--- config.mk ---
export PLATFORM = sky130hd
export DESIGN_NAME = frame_buffer_writer_flat
export DESIGN_NICKNAME = d
export VERILOG_FILES = /design/src/rtl/frame_buffer_writer_if.sv /design/src/rtl/frame_buffer_writer.sv /design/src/flat_wrapper.sv
export SDC_FILE = /design/constraint.sdc
export NUM_CORES = 1
export LEC_CHECK = 0
export CORE_ASPECT_RATIO = 0.75
export CORE_MARGIN = 2
export CORE_UTILIZATION = 30
export DETAILED_ROUTE_END_ITERATION = 10
export GPL_TIMING_DRIVEN = 1
export HOLD_SLACK_MARGIN = 0.15
export MAX_ROUTING_LAYER = met4
export SETUP_SLACK_MARGIN = 0.5
export SLEW_MARGIN = 15
export SYNTH_ARGS = -nofsm -noshare
export SYNTH_HDL_FRONTEND = slang
export SYNTH_SLANG_ARGS = --single-unit
--- constraint.sdc ---
create_clock -name clk -period 2 [get_ports clk]
set_input_delay 0.3 -clock clk [delete_from_list [all_inputs] [get_ports clk]]
set_output_delay 0.3 -clock clk [all_outputs]
set_load 0.01 [all_outputs]
--- src/rtl/frame_buffer_writer_if.sv ---
// frame_buffer_writer_if: pixel stream, vsync and frame buffer write port bundle
interface frame_buffer_writer_if #(
  parameter int ADDR_W = 19,
  parameter int DATA_W = 8
);
  logic              start;
  logic              pix_valid;
  logic [DATA_W-1:0] pix_data;
  logic              pix_ready;
  logic              vga_vs;
  logic              wr_en;
  logic [ADDR_W-1:0] wr_addr;
  logic [DATA_W-1:0] wr_data;
  logic              wr_bank;
  logic              rd_bank;
  logic              busy;
  logic              frame_done;
  modport master (
    output start, pix_valid, pix_data, vga_vs,
    input  pix_ready, wr_en, wr_addr, wr_data, wr_bank, rd_bank, busy, frame_done
  );
  modport slave (
    input  start, pix_valid, pix_data, vga_vs,
    output pix_ready, wr_en, wr_addr, wr_data, wr_bank, rd_bank, busy, frame_done
  );
endinterface

--- src/rtl/frame_buffer_writer.sv ---
// frame_buffer_writer: raster-order pixel writer into a double-banked frame buffer
module frame_buffer_writer #(
  parameter int H_ACTIVE = 640,
  parameter int V_ACTIVE = 480,
  parameter int ADDR_W   = 19,
  parameter int DATA_W   = 8
) (
  input  logic clk,
  input  logic reset,
  frame_buffer_writer_if.slave bus
);
  localparam int XW = $clog2(H_ACTIVE + 1);
  localparam int YW = $clog2(V_ACTIVE + 1);
  typedef enum logic [1:0] {IDLE, WRITE, WAIT_SWAP} state_t;
  state_t            r_state;
  logic [XW-1:0]     r_x;
  logic [YW-1:0]     r_y;
  logic [ADDR_W-1:0] r_addr;
  logic [ADDR_W-1:0] r_wr_addr;
  logic [DATA_W-1:0] r_wr_data;
  logic              r_wr_en;
  logic              r_busy;
  logic              r_frame_done;
  logic              r_rd_bank;
  logic              r_vs_d;
  logic              w_ready;
  logic              w_beat;
  logic              w_x_last;
  logic              w_y_last;
  assign w_ready  = r_state == WRITE;
  assign w_beat   = bus.pix_valid & w_ready;
  assign w_x_last = r_x == XW'(H_ACTIVE - 1);
  assign w_y_last = r_y == YW'(V_ACTIVE - 1);
  assign bus.pix_ready  = w_ready;
  assign bus.wr_en      = r_wr_en;
  assign bus.wr_addr    = r_wr_addr;
  assign bus.wr_data    = r_wr_data;
  assign bus.rd_bank    = r_rd_bank;
  assign bus.wr_bank    = ~r_rd_bank;
  assign bus.busy       = r_busy;
  assign bus.frame_done = r_frame_done;
  always_ff @(posedge clk or posedge reset) begin
    if (reset) begin
      r_state      <= IDLE;
      r_x          <= '0;
      r_y          <= '0;
      r_addr       <= '0;
      r_wr_addr    <= '0;
      r_wr_data    <= '0;
      r_wr_en      <= 1'b0;
      r_busy       <= 1'b0;
      r_frame_done <= 1'b0;
      r_rd_bank    <= 1'b0;
      r_vs_d       <= 1'b1;
    end else begin
      r_vs_d       <= bus.vga_vs;
      r_wr_en      <= w_beat;
      r_frame_done <= 1'b0;
      if (w_beat) begin
        r_wr_data <= bus.pix_data;
        r_wr_addr <= r_addr;
        r_addr    <= r_addr + 1'b1;
        r_x       <= w_x_last ? '0 : r_x + 1'b1;
        r_y       <= w_x_last ? r_y + 1'b1 : r_y;
        if (w_x_last && w_y_last) r_state <= WAIT_SWAP;
      end
      if (r_state == IDLE && bus.start) begin
        r_state <= WRITE;
        r_x     <= '0;
        r_y     <= '0;
        r_addr  <= '0;
        r_busy  <= 1'b1;
      end
      // swap only on a vsync fall seen after the frame is complete
      if (r_state == WAIT_SWAP && r_vs_d && !bus.vga_vs) begin
        r_state      <= IDLE;
        r_rd_bank    <= ~r_rd_bank;
        r_frame_done <= 1'b1;
        r_busy       <= 1'b0;
      end
    end
  end
endmodule

--- src/flat_wrapper.sv ---
// flat-port wrapper written by rule: the top's interface ports become plain ports
module frame_buffer_writer_flat 
#(
  parameter int H_ACTIVE = 640,
  parameter int V_ACTIVE = 480,
  parameter int ADDR_W   = 19,
  parameter int DATA_W   = 8
)
  (clk, reset, bus_start, bus_pix_valid, bus_pix_data, bus_vga_vs, bus_pix_ready, bus_wr_en, bus_wr_addr, bus_wr_data, bus_wr_bank, bus_rd_bank, bus_busy, bus_frame_done);
  frame_buffer_writer_if #(.ADDR_W(ADDR_W), .DATA_W(DATA_W)) bus_i ();
  input  logic clk;
  input  logic reset;
  input wire logic [$bits(bus_i.start)-1:0] bus_start;
  input wire logic [$bits(bus_i.pix_valid)-1:0] bus_pix_valid;
  input wire logic [$bits(bus_i.pix_data)-1:0] bus_pix_data;
  input wire logic [$bits(bus_i.vga_vs)-1:0] bus_vga_vs;
  output wire logic [$bits(bus_i.pix_ready)-1:0] bus_pix_ready;
  output wire logic [$bits(bus_i.wr_en)-1:0] bus_wr_en;
  output wire logic [$bits(bus_i.wr_addr)-1:0] bus_wr_addr;
  output wire logic [$bits(bus_i.wr_data)-1:0] bus_wr_data;
  output wire logic [$bits(bus_i.wr_bank)-1:0] bus_wr_bank;
  output wire logic [$bits(bus_i.rd_bank)-1:0] bus_rd_bank;
  output wire logic [$bits(bus_i.busy)-1:0] bus_busy;
  output wire logic [$bits(bus_i.frame_done)-1:0] bus_frame_done;
  assign bus_i.start = bus_start;
  assign bus_i.pix_valid = bus_pix_valid;
  assign bus_i.pix_data = bus_pix_data;
  assign bus_i.vga_vs = bus_vga_vs;
  assign bus_pix_ready = bus_i.pix_ready;
  assign bus_wr_en = bus_i.wr_en;
  assign bus_wr_addr = bus_i.wr_addr;
  assign bus_wr_data = bus_i.wr_data;
  assign bus_wr_bank = bus_i.wr_bank;
  assign bus_rd_bank = bus_i.rd_bank;
  assign bus_busy = bus_i.busy;
  assign bus_frame_done = bus_i.frame_done;
  frame_buffer_writer #(.H_ACTIVE(H_ACTIVE), .V_ACTIVE(V_ACTIVE), .ADDR_W(ADDR_W), .DATA_W(DATA_W)) u_core (.clk(clk), .reset(reset), .bus(bus_i));
endmodule
Yosys cells after proc, flatten, opt, wreduce, memory -nomap -nowiden
Index checks and enable logic that the tools add are counted.
Storage, ports and cells
  input port bits: 13
  word-level logic and storage cells: 48
  register bits after elaboration: 72
Operators by class
  add/subtract/negate cells: 3
  eq/ne operators: 4
  reductions and logical operators: 13
  mux-type cells: 15
  bitwise operators: 2
Operators with widths (count)
  two-way mux 19 bit: 2
  two-way mux 10 bit: 3
  two-way mux 9 bit: 3
  adder 19 x 1 -> 19 bit, second input constant: 1
  adder 10 x 1 -> 10 bit, second input constant: 1
  equality test 10 bit, second input constant: 1
  adder 9 x 1 -> 9 bit, second input constant: 1
  equality test 9 bit, second input constant: 1
  two-way mux 2 bit: 4
  nonzero test 2 bit: 3
  nonzero test 3 bit: 2
  logical AND 1 bit: 4
  AND reduction 2 bit: 2
  two-way mux 1 bit: 3
  equality test 2 x 1 -> 1 bit, second input constant: 1
  equality test 2 bit, second input constant: 1
  zero test 2 bit: 1
  AND 1 bit: 1
  zero test 1 bit: 1
  NOT 1 bit: 1

Longest topological paths before layout
Gate-level depths: netlist of run 1.
  depth after elaboration: 6
  gate-level depth with buffers: 8
  mapped depth without buffers: 5

Least setup slack after synthesis of run 1
OpenSTA, ideal clock, no wires.
  kind: reg2reg
  from: reg u_core.r_x[0]
  to: reg u_core.r_y[1]
  path buffers: 2
  path slack: 0.380 ns
  arrival: 1.543 ns
  stages on the path, launching flop included: 8
  cell sequence: dfrtp_1 ha_1 and2_1 and4_1 buf_2 or2_1 clkbuf_1 o21ai_1
On the way
  cells in the longest elaborated chain, start to end: 3
RTL lines
  start, declared: RTL line frame_buffer_writer.sv:16  | logic [XW-1:0] r_x;
  start signal, assigned: RTL line frame_buffer_writer.sv:63  | r_x <= w_x_last ? '0 : r_x + 1'b1;
  equality test 10 bit: RTL line frame_buffer_writer.sv:32  | assign w_x_last = r_x == XW'(H_ACTIVE - 1);
  nonzero test 2 bit (no line)
  AND reduction 2 bit (no line)
  end signal, assigned: RTL line frame_buffer_writer.sv:64  | r_y <= w_x_last ? r_y + 1'b1 : r_y;
  end, declared: RTL line frame_buffer_writer.sv:17  | logic [YW-1:0] r_y;
Every way passes these cells.
A chain may end at the register's enable or synchronous reset.

Final worst setup path of run 1
  from: reg u_core.r_state[1]
  to: reg u_core.r_addr[13]
On the way
  cells in the longest elaborated chain, start to end: 3
RTL lines
  start, declared: RTL line frame_buffer_writer.sv:15  | state_t r_state;
  start signal, assigned: RTL line frame_buffer_writer.sv:44  | r_state <= IDLE;
  start signal, assigned: RTL line frame_buffer_writer.sv:65  | if (w_x_last && w_y_last) r_state <= WAIT_SWAP;
  start signal, assigned: RTL line frame_buffer_writer.sv:68  | r_state <= WRITE;
  equality test 2 x 1 -> 1 bit / zero test 2 bit (equally long branches): RTL line frame_buffer_writer.sv:30, frame_buffer_writer.sv:67
  AND 1 bit / logical AND 1 bit (equally long branches): RTL line frame_buffer_writer.sv:31, frame_buffer_writer.sv:67
  nonzero test 2 bit (no line) / two-way mux 19 bit (equally long branches)
  end signal, assigned: RTL line frame_buffer_writer.sv:62  | r_addr <= r_addr + 1'b1;
  end, declared: RTL line frame_buffer_writer.sv:18  | logic [ADDR_W-1:0] r_addr;
Parallel ways exist; a longest one is shown, timed or not.

==> results of run 1 <==
==> layout by cell type (no fill, tap or decap), drive strengths merged, types with 7 or more instances in the layout <==
master and n:
dfrtp 71, inv 9, nand2 95, buf 33
clkdlybuf4s50 12, nor2 22, xnor2 12, or3 7
clkbuf 10, a21oi 15, nand3 15, o21ai 9
dlygate4sd2 28, nand4 12
==> where the power goes <==
part           total (mW)  switching, mW  internal (mW)
sequential           1.91          0.215           1.70
clock                1.38          0.562          0.820
combinational        1.11          0.576          0.533
total                4.40           1.35           3.05
==> worst paths after layout <==
path                                         end  slack (ns)
max                            u_core.r_addr[13]        0.43
min                           u_core.bus.rd_bank        0.44
max reg2reg                    u_core.r_addr[13]        0.43
min reg2reg                u_core.bus.wr_addr[0]        0.47
max in group asynchronous          u_core.r_vs_d        1.23
min in group clk           u_core.bus.wr_addr[0]        0.47
==> logic make-up (layout without fill, tap and decap cells) <==
kind of cell    Yosys count  after routing  share of synthesized area (%)
compound gates           38             38                           7.03
mux                       2              2                          0.615
fa+ha+maj                 3              3                           1.15
buf+inv                  24            102                           3.07
xor+xnor                 18             18                           4.84
flops                    72             72                           55.4
simple gates            183            183                           27.9
==> sequential cells by signal, indices dropped and copies added (netlist names) <==
signal	flops
u_core.bus.wr_addr	19
u_core.r_addr	19
u_core.r_x	10
u_core.r_y	9
u_core.bus.wr_data	8
u_core.r_state	2
u_core.bus.busy	1
u_core.bus.frame_done	1
u_core.bus.rd_bank	1
u_core.bus.wr_en	1
u_core.r_vs_d	1
==> layout make-up <==
| cell class | instances | area share, % |
|---|---|---|
| clock buffer | 10 | 5.12 |
| clock inverter | 4 | 0.532 |
| inverter | 10 | 0.980 |
| multi-input combinational | 244 | 33.1 |
| sequential | 72 | 40.5 |
| tap | 136 | 3.81 |
| timing repair buffer | 78 | 16.0 |
==> synth_stat cells, types with 6 or more instances <==
master,number,area (um^2)
nand4_1,11,68.8
nand3_1,14,70.1
o21ai_0,8,40.0
nand2_1,95,357
xnor2_1,12,105
a21oi_1,15,75.1
xor2_1,6,52.6
inv_1,9,33.8
nor2_1,22,82.6
or3_1,7,43.8
clkbuf_1,10,37.5
dfrtp_1,71,1780
==> per-stage QoR <==
stage	utilization [%]	std cells	area [um^2]
2_1_floorplan	-	340	3300
4_1_cts	42.0	552	4370
6_report	42.9	554	4470
3_3_place_gp	37.8	519	3940
5_1_grt	42.9	554	4470
3_5_place_dp	37.8	519	3940
==> timing repair <==
action                                 in CTS  in global routing
setup endpoints to repair                  56                 31
pin swaps                                   6                 11
buffers inserted                           19                  2
endpoints found under the hold margin       0                  0
gates resized for setup                    48                 21
==> tightest hold or removal path: stages <==
cell	delay, ns
clkdlybuf4s50_1	0.44
clkinvlp_4	0.10
buf_12	0.32
==> layer usage <==
metal / track usage (%) / vias to the layer above / share of wire, %
met5: - / - / 0
li1: - / 1308 / -
met4: 6.84 / 0 / 1.8
met3: 3.36 / 15 / 4.2
met1: 18.8 / 1331 / 48
met2: 21.9 / 59 / 46
==> qor.yml, run 1 <==
status:
  status: "finished, final reports clean"
floorplanning:
  die_w_um: 124
  rows: 32
  die_area_mm2: 0.0117
  die_h_um: 94.2
  core_region_area_mm2: 0.0104
  start_util_pct: 31.3
  pin_count: 46
synth:
  syn-num-nets: 356
  async_reset_ff_share_pct: 100
  synthesis.area_mm2: 0.00326
  seq_area_frac_synth_pct: 55.4
  synth_edf_count: 0
  ys_ff_latch: 72
  syn_area_per_cell_um2: 9.58
  syn-instance-count: 340
  yosysWarnings: 0
  ys.flop_type: "dfrtp_1"
  yosysUniqueCellTypes: 43
setup_path:
  crit_chain: "nand3b_4 -> or3_4 -> or3_1 -> a21oi_1"
  critPathKind: "reg -> reg"
  slowest_delay_ns: 0.44
  crit_buf_inv: 0
  worstRegToRegCells: 4
  worstSetupStartpoint: "u_core.r_state[1]"
  critPathRequiredTime_ns: 2.24
  r2r_start: "u_core.r_state[1]"
  end_kind: "register"
  slowest_stage: "dfrtp_2"
  crit_cells: 4
  arrival_ns: 1.82
  start_kind: "register"
  crit_family: "simple AND/OR/NAND/NOR gates"
  crit_path_max_fanout: 6
placed_design:
  dp_hpwl_mm: 4.90
  io_buffers: 45
  finalWeightedCongestion: 0.838
  post-place-ws_ns: 0.0625
sta:
  final_max_slew_viol_count: 0
  period_share_pct: 78.6
  rsz0062_at_grt: "true"
  finalWorstSetupSlack_ns: 0.428
  tightest_slew_ns: 0.551
  period_needed_ns: 1.57
  hold_slack_ns: 0.440
  fmax_ghz: 0.636
  finalHoldViolCount: 0
  fin_setup_tns_ns: 0
  setup_viol: 0
  finClkSkew_ns: 0.00857
  relSlewSlack_pct: 62.2
cts:
  clk_pin_slew_ns: 0.05
  cts_tree: "built"
  cts_root_buffer: "clkbuf_16"
  cts_hold_buffers: 0
  clock_latency_ns: 0.32
  cts-htree-levels: 3
  cts_buffers: 9
  clock_path_buffers: 2
  clock-sinks: 72
routing:
  route.detailed.vias_per_inst: 4.90
  wl_mm: 7.93
  wl_per_cell_um: 14.3
  drtIter0Drc: 185
  num_vias: 2713
  drt_pass1_iterations: 4
  post-route-drc-count: 0
  antenna_left: 0
grt:
  grt_overflow_total: 0
  antenna_found_initial: 0
  grt_max_degree: 73
  groute.usage.overall_pct: 14.6
  grt_pass1_wl_mm: 13.4
  grt_pass1_vias: 2730
layout:
  final_layout_size_suffix_gt1_share_pct: 19.4
  area_delta_synth_final_pct: 37.3
  antennaDiodeCount: 0
  final_nets: 431
  seq_area_mm2: 0.00181
  filler_cell_count: 997
  multiInputGateArea_mm2: 0.00148
power:
  ir_drop_mv: 0.488
  power_density_mw_per_mm2: 985
  power.leakage_nw: 2.17
  totalPowerFinal_mw: 4.40
job:
  drv_cap: 0
hold_path:
  min_path_type: "in -> async"
Note: power is estimated with default switching activity, not from simulation.
==> inputs of run 2 (changes only) <==
Clock period 2 ns to 1.3 ns, I/O delays scaled along.
==> run 2 against run 1 <==
  * The run now ends with negative setup slack left
  * Sequential power increased by 51%
  * First-iteration DRC count is 1.6% higher
  * Wire length increased by 15%
  * Final cell count is 14% higher
  * Largest power group unchanged
==> qor.yml, run 2 (synthesis gave the netlist of run 1 again) <==
power:
  ir_drop_mv: 0.801  # +64%
  p_seq_share_pct: 36.0  # -7.4 points
  power_density_mw_per_mm2: 1490  # +52%
  p_clk_share_pct: 28.9  # -2.5 points
  p_sw_mw: 2.50  # +84%
  totalPowerFinal_mw: 8.02  # +82%
  swShare_pct: 31.1  # +0.37 points
  power.leakage_nw: 2.64  # +21%
  internal_power_mw: 5.52  # +81%
  combPwrFrac_pct: 35.1  # +9.9 points
setup_path:
  r2r_end: "u_core.r_addr[13]"
  r2r_setup_slack_ns: -0.23  # -0.66 ns
  worstRegToRegCells: 4  # unchanged
  arrival_ns: 1.79  # -0.03 ns
  slowest_stage: "dfrtp_1"
  start_kind: "register"
  crit_path_max_fanout: 6  # unchanged
  slowest_delay_ns: 0.39  # -0.05 ns
  critPathKind: "reg -> reg"
  crit_chain: "nand3b_4 -> or3_4 -> or3_4 -> a21oi_2"
  path_common_cell: "or3_4"
  critPathRequiredTime_ns: 1.56  # -0.68 ns
  end_kind: "register"
  r2r_start: "u_core.r_state[1]"
cts:
  cts-htree-levels: 3  # unchanged
  cts_buffers: 9  # unchanged
  clock_path_buffers: 2  # unchanged
  clock-sinks: 72  # unchanged
  clk_pin_slew_ns: 0.06  # about the same
  cts_hold_buffers: 0  # unchanged
  cts_root_buffer: "clkbuf_16"
  clock_latency_ns: 0.33  # about the same
  cts_tree: "built"
routing:
  antenna_left: 0  # unchanged
  drtIter0Drc: 188  # +1.6%
  wl_per_cell_um: 14.4  # +0.80%
  num_vias: 3055  # +13%
  route.detailed.vias_per_inst: 4.83  # -1.3%
  drt_pass1_iterations: 4  # unchanged
  wl_mm: 9.12  # +15%
  post-route-drc-count: 0  # unchanged
sta:
  rsz0062_at_grt: "true"
  fin_setup_tns_ns: -7.55  # -7.55 ns
  finalHoldViolCount: 0  # unchanged
  finalWorstSetupSlack_ns: -0.233  # -0.661 ns
  tightest_slew_ns: 0.410  # -0.141 ns
  finClkSkew_ns: 0.00529  # -0.00328 ns
  fmax_ghz: 0.652  # +2.5%
  relSlewSlack_pct: 72.1  # +9.9 points
  period_share_pct: 118  # +39 points
  final_max_slew_viol_count: 0  # unchanged
  setup_viol: 67  # +67
  period_needed_ns: 1.53  # -0.0388 ns
layout:
  multiInputGateArea_mm2: 0.00176  # +19%
  antennaDiodeCount: 0  # unchanged
  final_nets: 507  # +18%
  seq_area_mm2: 0.00181  # -0.28%
  area_delta_synth_final_pct: 65.0
  postLayoutCoreUtil_pct: 51.6  # +8.6 points
  final_common_cell: "buf_4"
  filler_cell_count: 927  # -7.0%
  layout_common_cells: "80 x buf_4, 69 x nand2_1, 69 x dfrtp_1"
  final_layout_size_suffix_gt1_share_pct: 48.6  # +29 points
placed_design:
  finalWeightedCongestion: 0.834  # -0.43%
  io_buffers: 45  # unchanged
  dp_hpwl_mm: 5.82  # +19%
floorplanning:
  pin_count: 46  # unchanged
  rows: 32  # unchanged
  start_util_pct: 31.3  # unchanged
  die_w_um: 124  # unchanged
  core_region_area_mm2: 0.0104  # unchanged
  die_area_mm2: 0.0117  # unchanged
  die_h_um: 94.2  # unchanged
grt:
  groute.usage.overall_pct: 16.1  # +1.5 points
  grt_max_degree: 31  # -58%
  grt_pass1_wl_mm: 14.8  # +11%
  grt_pass1_vias: 3025  # +11%
  grt_overflow_total: 0  # unchanged
  antenna_found_initial: 0  # unchanged
job:
  drv_cap: 0  # unchanged
hold_path:
  min_path_type: "in -> async"
status:
  violations: "negative setup slack"
  status: "finished with violations"
==> run 2: cell count changes in the layout (fill, tap and decap cells not counted), moves of 4 or more <==
| cell | change |
|---|---|
| a21oi_2 | +9 |
| nand2_1 | -25 |
| buf_12 | +4 |
| nand2_2 | +15 |
| buf_4 | +51 |
| nor2_1 | -5 |
| dfrtp_1 | +4 |
| nand2_4 | +10 |
| buf_2 | +29 |
| buf_6 | +24 |
| dlygate4sd2_1 | -28 |
| a21oi_1 | -9 |
| dlymetal6s2s_1 | -5 |
| dfrtp_2 | -4 |
==> run 2: through the flow <==
stage / std cells / hold slack, ns / setup WS [ns] / cell area [um^2]
2_1_floorplan: 340 / 0.199 / -0.238 / 3400
3_3_place_gp: 579 / 0.456 / -0.488 / 4460
3_5_place_dp: 579 / 0.462 / -0.562 / 4460
4_1_cts: 608 / 0.179 / -0.211 / 4840
5_1_grt: 632 / 0.191 / -0.308 / 5370
6_report: 632 / 0.177 / -0.233 / 5370
==> run 2: final cells by class <==
cell class | instances | area share, %
clock inverter | 2 | 0.256
sequential | 72 | 33.6
tap | 136 | 3.17
timing repair buffer | 154 | 24.4
clock buffer | 14 | 4.92
inverter | 10 | 0.909
multi-input combinational | 244 | 32.7
==> run 2: power by group through the flow <==
stage	sequential [mW]	combinational [mW]	clock (mW)
after floorplan	3.00	0.910	0
after global placement	2.90	2.04	0
after detailed placement	2.92	2.10	0
after CTS	2.87	2.25	2.37
after global routing	2.93	3.06	2.48
final	2.88	2.81	2.32
==> run 2: worst max-delay path by stage <==
stage,from,cells past startpoint,slack [ns],end
floorplan,u_core.r_state[1],5,-0.24,u_core.r_addr[13]
global placement,bus_pix_valid,5,-0.49,u_core.r_addr[11]
detailed placement,bus_pix_valid,5,-0.56,u_core.r_addr[13]
CTS,u_core.r_state[0],5,-0.21,u_core.r_addr[13]
global route,u_core.r_state[1],5,-0.31,u_core.r_addr[9]
finish,u_core.r_state[1],4,-0.23,u_core.r_addr[13]
==> run 2: critical path: cells and delay by family (launching register included) <==
family / cells / cell delay [ns]
AOI/OAI and AO/OA: 1 / 0.12
DFF: 1 / 0.39
and+or+nand+nor: 3 / 0.94
==> run 2: metal layers <==
layer  global-route usage, %  wire length (um)  vias up
li1                        -                 -     1468
met2                    25.6              4460       50
met4                    4.96               102        0
met5                       -                 0        -
met3                    4.21               303       10
met1                    20.3              4260     1527
==> run 2: what timing repair did <==
action | 4_1_cts | 5_1_grt
setup buffers | 13 | 23
endpoints found under the setup margin | 104 | 104
endpoints found under the hold margin | 0 | 0
gates cloned | 0 | 1
pin swaps | 14 | 30
resized for setup | 172 | 90
==> inputs of run 3 (changes only) <==
Settings changed: CORE_MARGIN 2 to 4, CTS_CLUSTER_DIAMETER from default to 200.
==> run 3 against run 2 <==
  * The run still ends with negative setup slack left
  * Wire length down 0.39%
  * Non-clock buffer count grew 5
  * Critical path depth up 1
  * Hold slack improved by 0.11 ns
  * Largest cell class unchanged
  * Highest routed layer unchanged
==> qor.yml, run 3 (synthesis gave the netlist of run 1 again) <==
status:
  status: "finished with violations"
  violations: "negative setup slack"
routing:
  antenna_left: 0  # unchanged
  drt_pass1_iterations: 4  # unchanged
  num_vias: 3032  # -0.75%
  drtIter0Drc: 151  # -20%
  post-route-drc-count: 0  # unchanged
  wl_mm: 9.09  # -0.39%
  route.detailed.vias_per_inst: 4.76  # -1.5%
  wl_per_cell_um: 14.3  # -1.2%
layout:
  antennaDiodeCount: 0  # unchanged
  area_delta_synth_final_pct: 67.4
  final_common_cell: "buf_4"
  final_layout_size_suffix_gt1_share_pct: 50.5  # +1.9 points
  postLayoutCoreUtil_pct: 52.2  # +0.57 points
  final_nets: 512  # +0.99%
  final_area_mm2: 0.00545  # +1.5%
  layout_common_cells: "79 x buf_4, 69 x dfrtp_1, 54 x nand2_1"
sta:
  rsz0062_at_grt: "true"
  final_max_slew_viol_count: 0  # unchanged
  finClkSkew_ns: 0.00528  # -0.00000469 ns
  fin_setup_tns_ns: -6.79  # +0.759 ns
  relSlewSlack_pct: 71.7  # -0.41 points
  finalHoldViolCount: 0  # unchanged
  period_share_pct: 117  # -0.50 points
  setup_viol: 59  # -12%
  tightest_slew_ns: 0.416  # +0.00600 ns
  hold_slack_ns: 0.287  # +0.110 ns
  period_needed_ns: 1.53  # -0.00652 ns
  fmax_ghz: 0.655  # +0.43%
  finalWorstSetupSlack_ns: -0.227  # +0.00652 ns
floorplanning:
  die_h_um: 98.2  # +4.2%
  pin_count: 46  # unchanged
  core_region_area_mm2: 0.0105  # +0.38%
  die_area_mm2: 0.0126  # +7.6%
  start_util_pct: 31.2  # -0.12 points
  rows: 32  # unchanged
  die_w_um: 128  # +3.2%
power:
  combPwrFrac_pct: 35.5  # +0.4 points
  ir_drop_mv: 0.824  # +2.9%
  power_density_mw_per_mm2: 1460  # -2.5%
  internal_power_mw: 5.48  # -0.81%
  p_seq_share_pct: 36.1  # about the same
  p_clk_share_pct: 28.3  # -0.6 points
  swShare_pct: 30.9  # -0.20 points
  totalPowerFinal_mw: 7.93  # -1.1%
  power.leakage_nw: 2.66  # +0.68%
  p_sw_mw: 2.45  # -1.7%
grt:
  grt_max_degree: 59  # +90%
  grt_overflow_total: 0  # unchanged
  grt_pass1_vias: 2915  # -3.6%
  grt_pass1_wl_mm: 14.3  # -3.5%
  groute.usage.overall_pct: 14.3  # -1.7 points
  antenna_found_initial: 0  # unchanged
cts:
  cts-htree-levels: 3  # unchanged
  cts_tree: "built"
  cts_buffers: 9  # unchanged
  cts_root_buffer: "clkbuf_16"
  clk_pin_slew_ns: 0.06  # about the same
  clock_path_buffers: 2  # unchanged
  clock-sinks: 72  # unchanged
  clock_latency_ns: 0.32  # about the same
setup_path:
  critPathRequiredTime_ns: 1.55  # about the same
  critPathKind: "reg -> reg"
  arrival_ns: 1.78  # about the same
  end_kind: "register"
  start_kind: "register"
  crit_path_max_fanout: 5  # -1
job:
  drv_cap: 0  # unchanged
hold_path:
  min_path_type: "in -> async"
placed_design:
  finalWeightedCongestion: 0.794  # -4.9%
  io_buffers: 45  # unchanged
  dp_hpwl_mm: 5.72  # -1.8%
  place_area_mm2: 0.00441  # -1.0%
[run 3: cell count changes in the layout (fill, tap and decap cells not counted), moves of 2 or more]
cell	previous run	this run
nand2_2	16	32
nand2_1	69	54
nor2_1	17	22
nor2_2	3	0
o21ai_1	2	5
buf_12	6	8
clkbuf_16	10	12
nor2_4	2	0
o21ai_0	4	2
or3_1	4	6
or3_4	3	1
[run 3: repair_timing]
action                     4_1_cts  5_1_grt
gates cloned                     0        3
pin swaps                       14       63
hold buffers                     0        0
setup endpoints to repair      104      104
resized for setup              174       99
setup buffers                   15       30
[run 3: critical path, stage by stage (launching register included)]
cell and delay, ns:
dfrtp_2 0.37, buf_6 0.12, nand3b_4 0.13, or3_4 0.39
or3_1 0.33, a21oi_1 0.13
[run 3: metrics by stage]
step / instances / setup slack [ns]
global placement: 573 / -0.518
global route: 637 / -0.285
detailed placement: 573 / -0.532
finish: 637 / -0.227
floorplan: 340 / -0.238
CTS: 604 / -0.215
[run 3: routing by layer]
metal / global-route usage (%) / part of all wire [%]
met3: 3.50 / 4.7
met1: 19.2 / 48
met2: 21.6 / 47
met4: 4.00 / 0.98
met5: - / 0
[run 3: layout make-up]
type / count / area, um^2
clock buffer: 14 / 254
clock inverter: 2 / 10.0
fill: 890 / 5000
inverter: 10 / 51.3
multi-input combinational: 244 / 1750
sequential: 72 / 1810
tap: 136 / 170
timing repair buffer: 159 / 1410
[run 3: path summary, 6_finish.rpt]
check / startpoint / endpoint / slack, ns / cells after the start
setup reg to reg: u_core.r_state[0] / u_core.r_addr[11] / -0.23 / 5
min in group clk: bus_vga_vs / u_core.r_vs_d / 0.38 / 1
max in group asynchronous: reset / u_core.r_vs_d / 0.67 / 3
setup / recovery: u_core.r_state[0] / u_core.r_addr[11] / -0.23 / 5
hold / removal: reset / u_core.bus.wr_data[2] / 0.29 / 3
hold reg to reg: u_core.bus.wr_data[7] / u_core.bus.wr_data[7] / 0.46 / 2
[run 3: power groups by stage]
stage / registers (mW) / logic, mW / clock network [mW]
6_report: 2.87 / 2.82 / 2.25
5_1_grt: 2.91 / 3.06 / 2.40
4_1_cts: 2.85 / 2.12 / 2.29
3_5_place_dp: 2.90 / 2.05 / 0
3_3_place_gp: 2.89 / 2.02 / 0
2_1_floorplan: 3.00 / 0.910 / 0
